[config.mk]
export PLATFORM = sky130hd
export DESIGN_NAME = bit8_shift_transmitter
export DESIGN_NICKNAME = d
export VERILOG_FILES = /design/src/rtl/bit8_pkg.sv /design/src/rtl/bit8_bit_divider.sv /design/src/rtl/bit8_shift_transmitter.sv
export SDC_FILE = /design/constraint.sdc
export NUM_CORES = 1
export LEC_CHECK = 0
export BUFFER_PORTS_ARGS = -buffer_cell sky130_fd_sc_hd__buf_2
export CAP_MARGIN = 20
export CELL_PAD_IN_SITES_DETAIL_PLACEMENT = 1
export CELL_PAD_IN_SITES_GLOBAL_PLACEMENT = 2
export CORE_ASPECT_RATIO = 0.7
export CORE_UTILIZATION = 32
export CTS_CLUSTER_DIAMETER = 200
export DETAILED_ROUTE_END_ITERATION = 12
export PLACE_DENSITY_LB_ADDON = 0.3
export SYNTH_ARGS = -nofsm -noshare
export SYNTH_HDL_FRONTEND = slang
export SYNTH_SLANG_ARGS = --single-unit
[constraint.sdc]
create_clock -name clock -period 1.5 [get_ports clock]
set_input_delay 0.225 -clock clock [delete_from_list [all_inputs] [get_ports clock]]
set_output_delay 0.225 -clock clock [all_outputs]
set_load 0.05 [all_outputs]
[src/rtl/bit8_pkg.sv]
// ----------------------------------------------------------------------------
// bit8_pkg
// Shared definitions for the bit8 serial-transfer blocks.
//   tx_state_t        : transmitter FSM states (PARITY is only reachable
//                       when the design is built with PARITY_EN defined)
//   BIT8_W            : default data word width
//   BIT8_DIV_DEFAULT  : default clocks per serial bit period
// ----------------------------------------------------------------------------
package bit8_pkg;

    typedef enum logic [1:0] {
        IDLE   = 2'd0,
        SHIFT  = 2'd1,
        PARITY = 2'd2,
        DONE   = 2'd3
    } tx_state_t;

    localparam int BIT8_W           = 8;
    localparam int BIT8_DIV_DEFAULT = 4;

endpackage

[src/rtl/bit8_bit_divider.sv]
// ----------------------------------------------------------------------------
// bit8_bit_divider
// Enable-gated modulo-DIV counter that marks the last cycle of each serial
// bit period.
// Ports:
//   clock     in  rising-edge clock
//   reset     in  asynchronous, active-high reset (clears the count)
//   i_enable  in  count this cycle
//   i_load    in  synchronous clear, used when a new frame starts
//   o_tick    out high on an enabled cycle where the count is at DIV-1
// ----------------------------------------------------------------------------
module bit8_bit_divider #(
    parameter int DIV = 4
) (
    input  logic clock,
    input  logic reset,
    input  logic i_enable,
    input  logic i_load,
    output logic o_tick
);

    // A 1-bit counter is kept for DIV=1 so the count is always 0 and every
    // enabled cycle becomes a terminal cycle.
    localparam int CW = (DIV > 1) ? $clog2(DIV) : 1;
    localparam logic [CW-1:0] LAST = CW'(DIV - 1);

    logic [CW-1:0] r_count;

    // Count enabled cycles only; wrap to zero after the terminal count.
    always_ff @(posedge clock or posedge reset) begin
        if (reset) begin
            r_count <= '0;
        end else if (i_load) begin
            r_count <= '0;
        end else if (i_enable) begin
            if (r_count == LAST) begin
                r_count <= '0;
            end else begin
                r_count <= r_count + CW'(1);
            end
        end
    end

    // The tick carries the enable so a stalled cycle never looks terminal.
    assign o_tick = i_enable & (r_count == LAST);

endmodule

[src/rtl/bit8_shift_transmitter.sv]
// ----------------------------------------------------------------------------
// bit8_shift_transmitter
// Parallel-to-serial transmitter, LSB first, feeding a right-shifting
// receiver register (receiver enable = bit_strobe, serial in = sout).
// A word is taken over a valid/ready handshake and each bit is held on sout
// for DIV enabled clocks; bit_strobe marks the last cycle of each bit period.
// Build option: define PARITY_EN to append an even-parity bit period.
// Ports:
//   clock       in   rising-edge clock
//   reset       in   asynchronous, active-high reset
//   e           in   global enable; 0 freezes the frame and suppresses strobes
//   tx_data     in   word to send, sampled on the handshake
//   tx_valid    in   producer has a word
//   tx_ready    out  block can accept a word (IDLE only)
//   sout        out  serial data line
//   bit_strobe  out  one-cycle pulse: sout is valid for sampling now
//   busy        out  frame in progress
//   frame_done  out  one-cycle pulse in the cycle after the last bit
// ----------------------------------------------------------------------------
module bit8_shift_transmitter
    import bit8_pkg::*;
#(
    parameter int WIDTH = BIT8_W,
    parameter int DIV   = BIT8_DIV_DEFAULT
) (
    input  logic             clock,
    input  logic             reset,
    input  logic             e,
    input  logic [WIDTH-1:0] tx_data,
    input  logic             tx_valid,
    output logic             tx_ready,
    output logic             sout,
    output logic             bit_strobe,
    output logic             busy,
    output logic             frame_done
);

    localparam int CNTW = $clog2(WIDTH + 1);
    localparam logic [CNTW-1:0] LAST_BIT = CNTW'(WIDTH - 1);

    tx_state_t       r_state;
    tx_state_t       w_nextState;
    logic [WIDTH-1:0] r_shreg;
    logic [CNTW-1:0] r_bitCnt;
    logic            w_handshake;
    logic            w_inBitPeriod;
    logic            w_counting;
    logic            w_tick;
    logic            w_lastBit;
`ifdef PARITY_EN
    logic            r_parity;
`endif

    // tx_ready is 1 throughout IDLE, so the handshake only needs the state,
    // the producer's valid and the global enable.
    assign w_handshake = (r_state == IDLE) & tx_valid & e;

`ifdef PARITY_EN
    assign w_inBitPeriod = (r_state == SHIFT) | (r_state == PARITY);
`else
    assign w_inBitPeriod = (r_state == SHIFT);
`endif

    assign w_counting = e & w_inBitPeriod;
    assign w_lastBit  = (r_bitCnt == LAST_BIT);

    bit8_bit_divider #(
        .DIV (DIV)
    ) u_divider (
        .clock    (clock),
        .reset    (reset),
        .i_enable (w_counting),
        .i_load   (w_handshake),
        .o_tick   (w_tick)
    );

    // State register; a reset mid-frame drops the frame for good.
    always_ff @(posedge clock or posedge reset) begin
        if (reset) begin
            r_state <= IDLE;
        end else begin
            r_state <= w_nextState;
        end
    end

    // Next-state logic. The tick already includes e, so a frozen cycle
    // never advances the FSM. DONE always lasts exactly one cycle.
    always_comb begin
        w_nextState = r_state;
        case (r_state)
            IDLE: begin
                if (w_handshake) begin
                    w_nextState = SHIFT;
                end
            end
            SHIFT: begin
                if (w_tick && w_lastBit) begin
`ifdef PARITY_EN
                    w_nextState = PARITY;
`else
                    w_nextState = DONE;
`endif
                end
            end
`ifdef PARITY_EN
            PARITY: begin
                if (w_tick) begin
                    w_nextState = DONE;
                end
            end
`endif
            DONE: begin
                w_nextState = IDLE;
            end
            default: begin
                w_nextState = IDLE;
            end
        endcase
    end

    // Datapath: capture the word (and its parity) on the handshake, then
    // shift right once per bit period so shreg[0] is always the live bit.
    // Later tx_data changes cannot reach the frame in progress.
    always_ff @(posedge clock or posedge reset) begin
        if (reset) begin
            r_shreg  <= '0;
            r_bitCnt <= '0;
`ifdef PARITY_EN
            r_parity <= 1'b0;
`endif
        end else if (w_handshake) begin
            r_shreg  <= tx_data;
            r_bitCnt <= '0;
`ifdef PARITY_EN
            r_parity <= ^tx_data;
`endif
        end else if ((r_state == SHIFT) && w_tick) begin
            r_shreg  <= {1'b0, r_shreg[WIDTH-1:1]};
            r_bitCnt <= r_bitCnt + CNTW'(1);
        end
    end

    // Outputs are decoded from registered state. sout follows the held
    // register contents, so it holds its value while e is low; the strobe
    // carries e through the divider tick, so a stalled cycle never strobes.
    always_comb begin
        tx_ready   = 1'b0;
        sout       = 1'b0;
        bit_strobe = 1'b0;
        busy       = 1'b0;
        frame_done = 1'b0;
        case (r_state)
            IDLE: begin
                tx_ready = 1'b1;
            end
            SHIFT: begin
                busy       = 1'b1;
                sout       = r_shreg[0];
                bit_strobe = w_tick;
            end
`ifdef PARITY_EN
            PARITY: begin
                busy       = 1'b1;
                sout       = r_parity;
                bit_strobe = w_tick;
            end
`endif
            DONE: begin
                busy       = 1'b1;
                frame_done = 1'b1;
            end
            default: begin
                tx_ready = 1'b0;
            end
        endcase
    end

endmodule

# [Word-level counts from Yosys, hierarchy flattened]
# Index checks and enable logic that the tools add are counted.
[word_totals] regBits=16 inputBits=12 wordCells=38 out_inout_bits=5
[classes] mux=15 bitwise=4 reduce_logical=7 n_addsub=2 n_eq_ne=6
[op_table] op="$mux 8" n=2
[op_table] op="$mux 2" n=5
[op_table] op="$mux 4" n=2
[op_table] op="$mux 1" n=5
[op_table] op="$add 4x1->4 const B" n=1
[op_table] op="$and 1x1->1" n=4
[op_table] op="$eq 2x2->1 const B" n=2
[op_table] op="$eq 4x3->1 const B" n=1
[op_table] op="$ne 2x1->1 const B" n=2
[op_table] op="$pmux 2 s2" n=1
[op_table] op="$reduce_bool 2->1" n=2
[op_table] op="$add 2x1->2 const B" n=1
[op_table] op="$eq 2x1->1 const B" n=1
[op_table] op="$logic_and 1x1->1" n=2
[op_table] op="$logic_not 2->1" n=1
[op_table] op="$reduce_and 2->1" n=1
[op_table] op="$reduce_or 2->1" n=1

# [Logic depth before layout (Yosys ltp)]
[depth] depth_word=6 ltp_mapped=6 depth_no_buf=5

# [Cells and area by module]
# A second synthesis with hierarchy kept.
[hier_totals] hier_cells=73 area_unflattened_um2=822.0
[by_module_without_submodules] module="bit8_shift_transmitter" seq_area_each_um2=350.3 cells_per_inst=63 area_per_inst_um2=711.9 instances=1
[by_module_without_submodules] module="bit8_bit_divider" seq_area_each_um2=50.0 cells_per_inst=10 area_per_inst_um2=110.1 instances=1

# [Least setup slack after synthesis]
# No wires, ideal clock.
[synth_path] kind="flip-flop to output port" startpoint="reg r_state[0]" endpoint="out sout" setup_slack_ns=-0.377 n_path_buf=1 path_stages_with_launch=4 required_ns=1.275 arrival_ns=1.652 path_cell_list="dfrtp_1 > buf_6 > inv_1 > nor3b_1"
[synth_between] elab_chain_len=2
[synth_lines] item="from (decl)" line="bit8_shift_transmitter.sv:41" text="tx_state_t r_state;"
[synth_lines] item="from (signal assigned)" line="bit8_shift_transmitter.sv:82" text="r_state <= w_nextState;"
[synth_lines] item="$eq 2x1->1" line="bit8_shift_transmitter.sv:152" text="case (r_state)"
[synth_lines] item="$mux 1" line="bit8_shift_transmitter.sv:152"
[synth_lines] item="to (decl)" line="bit8_shift_transmitter.sv:32" text="output logic sout,"
# Every way passes these cells.

# [Worst setup path after layout]
[layout_path] startpoint="reg u_divider.r_count[0]" endpoint="out bit_strobe"
[layout_between] elab_chain_len=3
[layout_lines] item="from (decl)" line="bit8_bit_divider.sv:27" text="logic [CW-1:0] r_count;"
[layout_lines] item="from (signal assigned)" line="bit8_bit_divider.sv:39" text="r_count <= r_count + CW'(1);"
[layout_lines] item="$eq 2x2->1" line="bit8_bit_divider.sv:45" text="assign o_tick = i_enable & (r_count == LAST);"
[layout_lines] item="$and 1x1->1" line="bit8_bit_divider.sv:45"
[layout_lines] item="$mux 1" line="bit8_shift_transmitter.sv:152"
[layout_lines] item="to (decl)" line="bit8_shift_transmitter.sv:33" text="output logic bit_strobe,"
# Every way passes these cells.

==> results.py <==
metrics = {
    "routing": {
        "wl_met3_um": 78,
        "wl_per_cell_um": 14.87,
        "ant_nets": 0,
        "wl_met1_um": 970,
        "dr.first_iter.drc_count": 26,
        "met2_length_um": 864,
        "route.detailed.drc": 0,
        "first_pass_iters": 4,
        "viasPerCell": 4.938,
        "routed_wirelength_um": 1933,
        "vias": 642,
        "highest_layer": "met4",
    },
    "synthesis": {
        "yosys.area.top_type_share_pct": 51.78,
        "ys_seq_area_share_pct": 51.78,
        "synth_edf_count": 0,
        "synth_area_leaders": "dfrtp_1, a22oi_1, nand2_1",
        "synth-async-reset-ratio_pct": 100.0,
        "ys_types": 24,
        "syn_area_um2": 773.2,
        "yosys_warnings": 0,
        "syn-num-nets": 85,
        "yosys.area.top_type": "dfrtp_1",
        "synth_ff_type": "dfrtp_1",
        "avgSynthCellArea_um2": 10.89,
        "synthCells": 71,
        "ys_ff_latch": 16,
    },
    "flow_run": {
        "drv_cap": 0,
    },
    "layout": {
        "drive_gt1_share_pct": 41.84,
        "n_fill_cell": 261,
        "antennaDiodeCount": 0,
        "fin_util_pct": 47.85,
        "syn2layout_area_growth_pct": 36.57,
        "finalNetCount": 113,
    },
    "timing": {
        "maxSlewViolCount": 0,
        "post-route-period-util_pct": 97.52,
        "rsz0062_at_grt": "yes",
        "setup_viol": 0,
        "setup_tns_ns": 0,
        "layout_setup_ws_ns": 0.03720,
        "slew_headroom_pct": 79.38,
        "worstMarginPinSlew_ns": 0.3061,
        "finalHoldViolCount": 0,
        "fmax_mhz": 683.6,
        "whs_ns": 0.1393,
        "period_needed_ns": 1.463,
        "finClkSkew_ns": 0.01754,
    },
    "clock_network": {
        "cts_buffers": 3,
        "clk_latency_ns": 0.30,
        "cts-root-buf": "clkbuf_4",
        "tritoncts": "done",
        "clockBufferDepth": 2,
        "numClockSinks": 16,
        "clk_pin_slew_ns": 0.11,
        "htree_levels": 1,
    },
    "floorplan": {
        "core_area_mm2": 0.002207,
        "die_h_um": 43.13,
        "start_util_pct": 35.03,
        "die-area_mm2": 0.002620,
        "ios": 17,
        "rows": 14,
        "dieWidth_um": 60.76,
    },
    "grt": {
        "grt_max_degree": 17,
        "antenna_found_initial": 0,
        "grt-ovfl-total": 0,
        "grt_pass1_vias": 722,
        "grt_usage_pct": 18.61,
        "grt_pass1_wl_um": 3381,
    },
    "placement": {
        "pre_cts_ws_ns": 0.1030,
        "gp_congestion": 0.7772,
        "dp_hpwl_um": 1352,
        "portBuffers": 16,
    },
    "setup_path": {
        "critPathLaunchType": "flip-flop",
        "cp_max_fo": 4,
        "crit_required_ns": 1.27,
        "cp.arrival_ns": 1.24,
        "crit_type": "flip-flop to output pin",
        "end_kind": "output pin",
    },
    "pwr": {
        "pwr-share-comb_pct": 38.8,
        "p_int_mw": 1.012,
        "power_density_mw_per_mm2": 1520,
        "finalPower_mw": 1.605,
        "switchingPower_mw": 0.5930,
        "switching_share_pct": 36.95,
        "max-vdd-ir-drop_mv": 0.5729,
        "total_leakage_power_nw": 0.5187,
        "pwr-share-clk_pct": 18.2,
        "sequentialPowerShare_pct": 42.9,
    },
    "hold_path": {
        "hold_class": "primary input to flip-flop",
    },
    "run_status": {
        "outcome": "finished, final reports clean",
    },
}
## registers in the layout, indices dropped and copies added, names as in the netlist
signal / count
r_state: 2
u_divider.r_count: 2
r_bitCnt: 4
r_shreg: 8
## layer usage
layer | track usage [%] | up-vias
met2 | 27.03 | 11
met5 | 0 | -
met3 | 6.707 | 2
li1 | - | 308
met1 | 24.62 | 321
met4 | 8.182 | 0
## through the flow
step | instance area [µm²] | instances
2_1_floorplan | 778.2 | 71
3_3_place_gp | 905.9 | 120
3_5_place_dp | 905.9 | 120
4_1_cts | 1003 | 128
5_1_grt | 1056 | 130
6_report | 1056 | 130
## final timing paths
path	from	to	slack, ns	cells after the start
min in group asynchronous	reset	r_state[0]	0.48	4
worst min-delay path	tx_data[2]	r_shreg[2]	0.14	3
worst min register to register	r_bitCnt[3]	r_state[1]	0.48	1
worst max register to register	u_divider.r_count[0]	r_shreg[0]	0.04	7
worst max-delay path	u_divider.r_count[0]	bit_strobe	0.04	4
max in group asynchronous	reset	r_bitCnt[1]	0.81	4
## repair_timing
| action | 4_1_cts | 5_1_grt |
|---|---|---|
| setup buffers | 3 | 2 |
| resized for setup | 8 | 12 |
| hold buffers | 1 | 0 |
| gates cloned | 0 | 0 |
| endpoints found under the hold margin | 16 | 0 |
| pin swaps | 2 | 3 |
| endpoints found under the setup margin | 2 | 8 |
## synthesized netlist by cell type, types with 2 or more instances
cell / instances
a221o_1: 2
a22o_1: 2
a22oi_1: 5
a32o_1: 2
buf_6: 2
clkbuf_1: 2
dfrtp_1: 16
ha_1: 2
inv_1: 3
mux2i_1: 2
nand2_1: 9
nand3_1: 6
nor2_1: 4
nor3_1: 2
o21ai_0: 3
## power by group through the flow
stage,combinational (mW),clock (mW),sequential [mW]
finish,0.623,0.293,0.689
global route,0.692,0.327,0.710
CTS,0.584,0.305,0.683
detailed placement,0.511,0,0.689
global placement,0.490,0,0.681
floorplan,0.419,0,0.648
## cells by family (layout without fill, tap and decap cells)
logic type	after synthesis	in the layout	synth area share, %
simple gates	28	28	21.04
compound gates	14	14	14.24
fa+ha+maj	2	2	3.236
buf+inv	9	36	7.121
mux	2	2	2.589
flops	16	16	51.78
## placed cells by master (no fill, tap or decap), drive strengths merged, types with 2 or more instances in the layout
master and instances:
nand3 6, o21ai 3, buf 27, a32o 2
a22o 2, dfrtp 16, clkbuf 4, inv 3
a221o 2, nor3 2, nor2 4, nand2 9
ha 2, mux2i 2, a22oi 5
## critical path: stages, from the launching register on
cell and delay [ns]:
dfrtp_1 0.43, ha_4 0.19, nand4b_4 0.11, clkinv_4 0.07
buf_8 0.15
## layout make-up
cell class | instances | area [µm²] | share of cell area (%)
inverter | 4 | 20.02 | 1.896
multi-input combinational | 46 | 355.3 | 33.65
sequential | 16 | 401.6 | 38.03
timing repair buffer | 28 | 202.7 | 19.19
clock buffer | 4 | 36.28 | 3.436
tap | 32 | 40.04 | 3.791
Power figures use the tool's default switching activity.
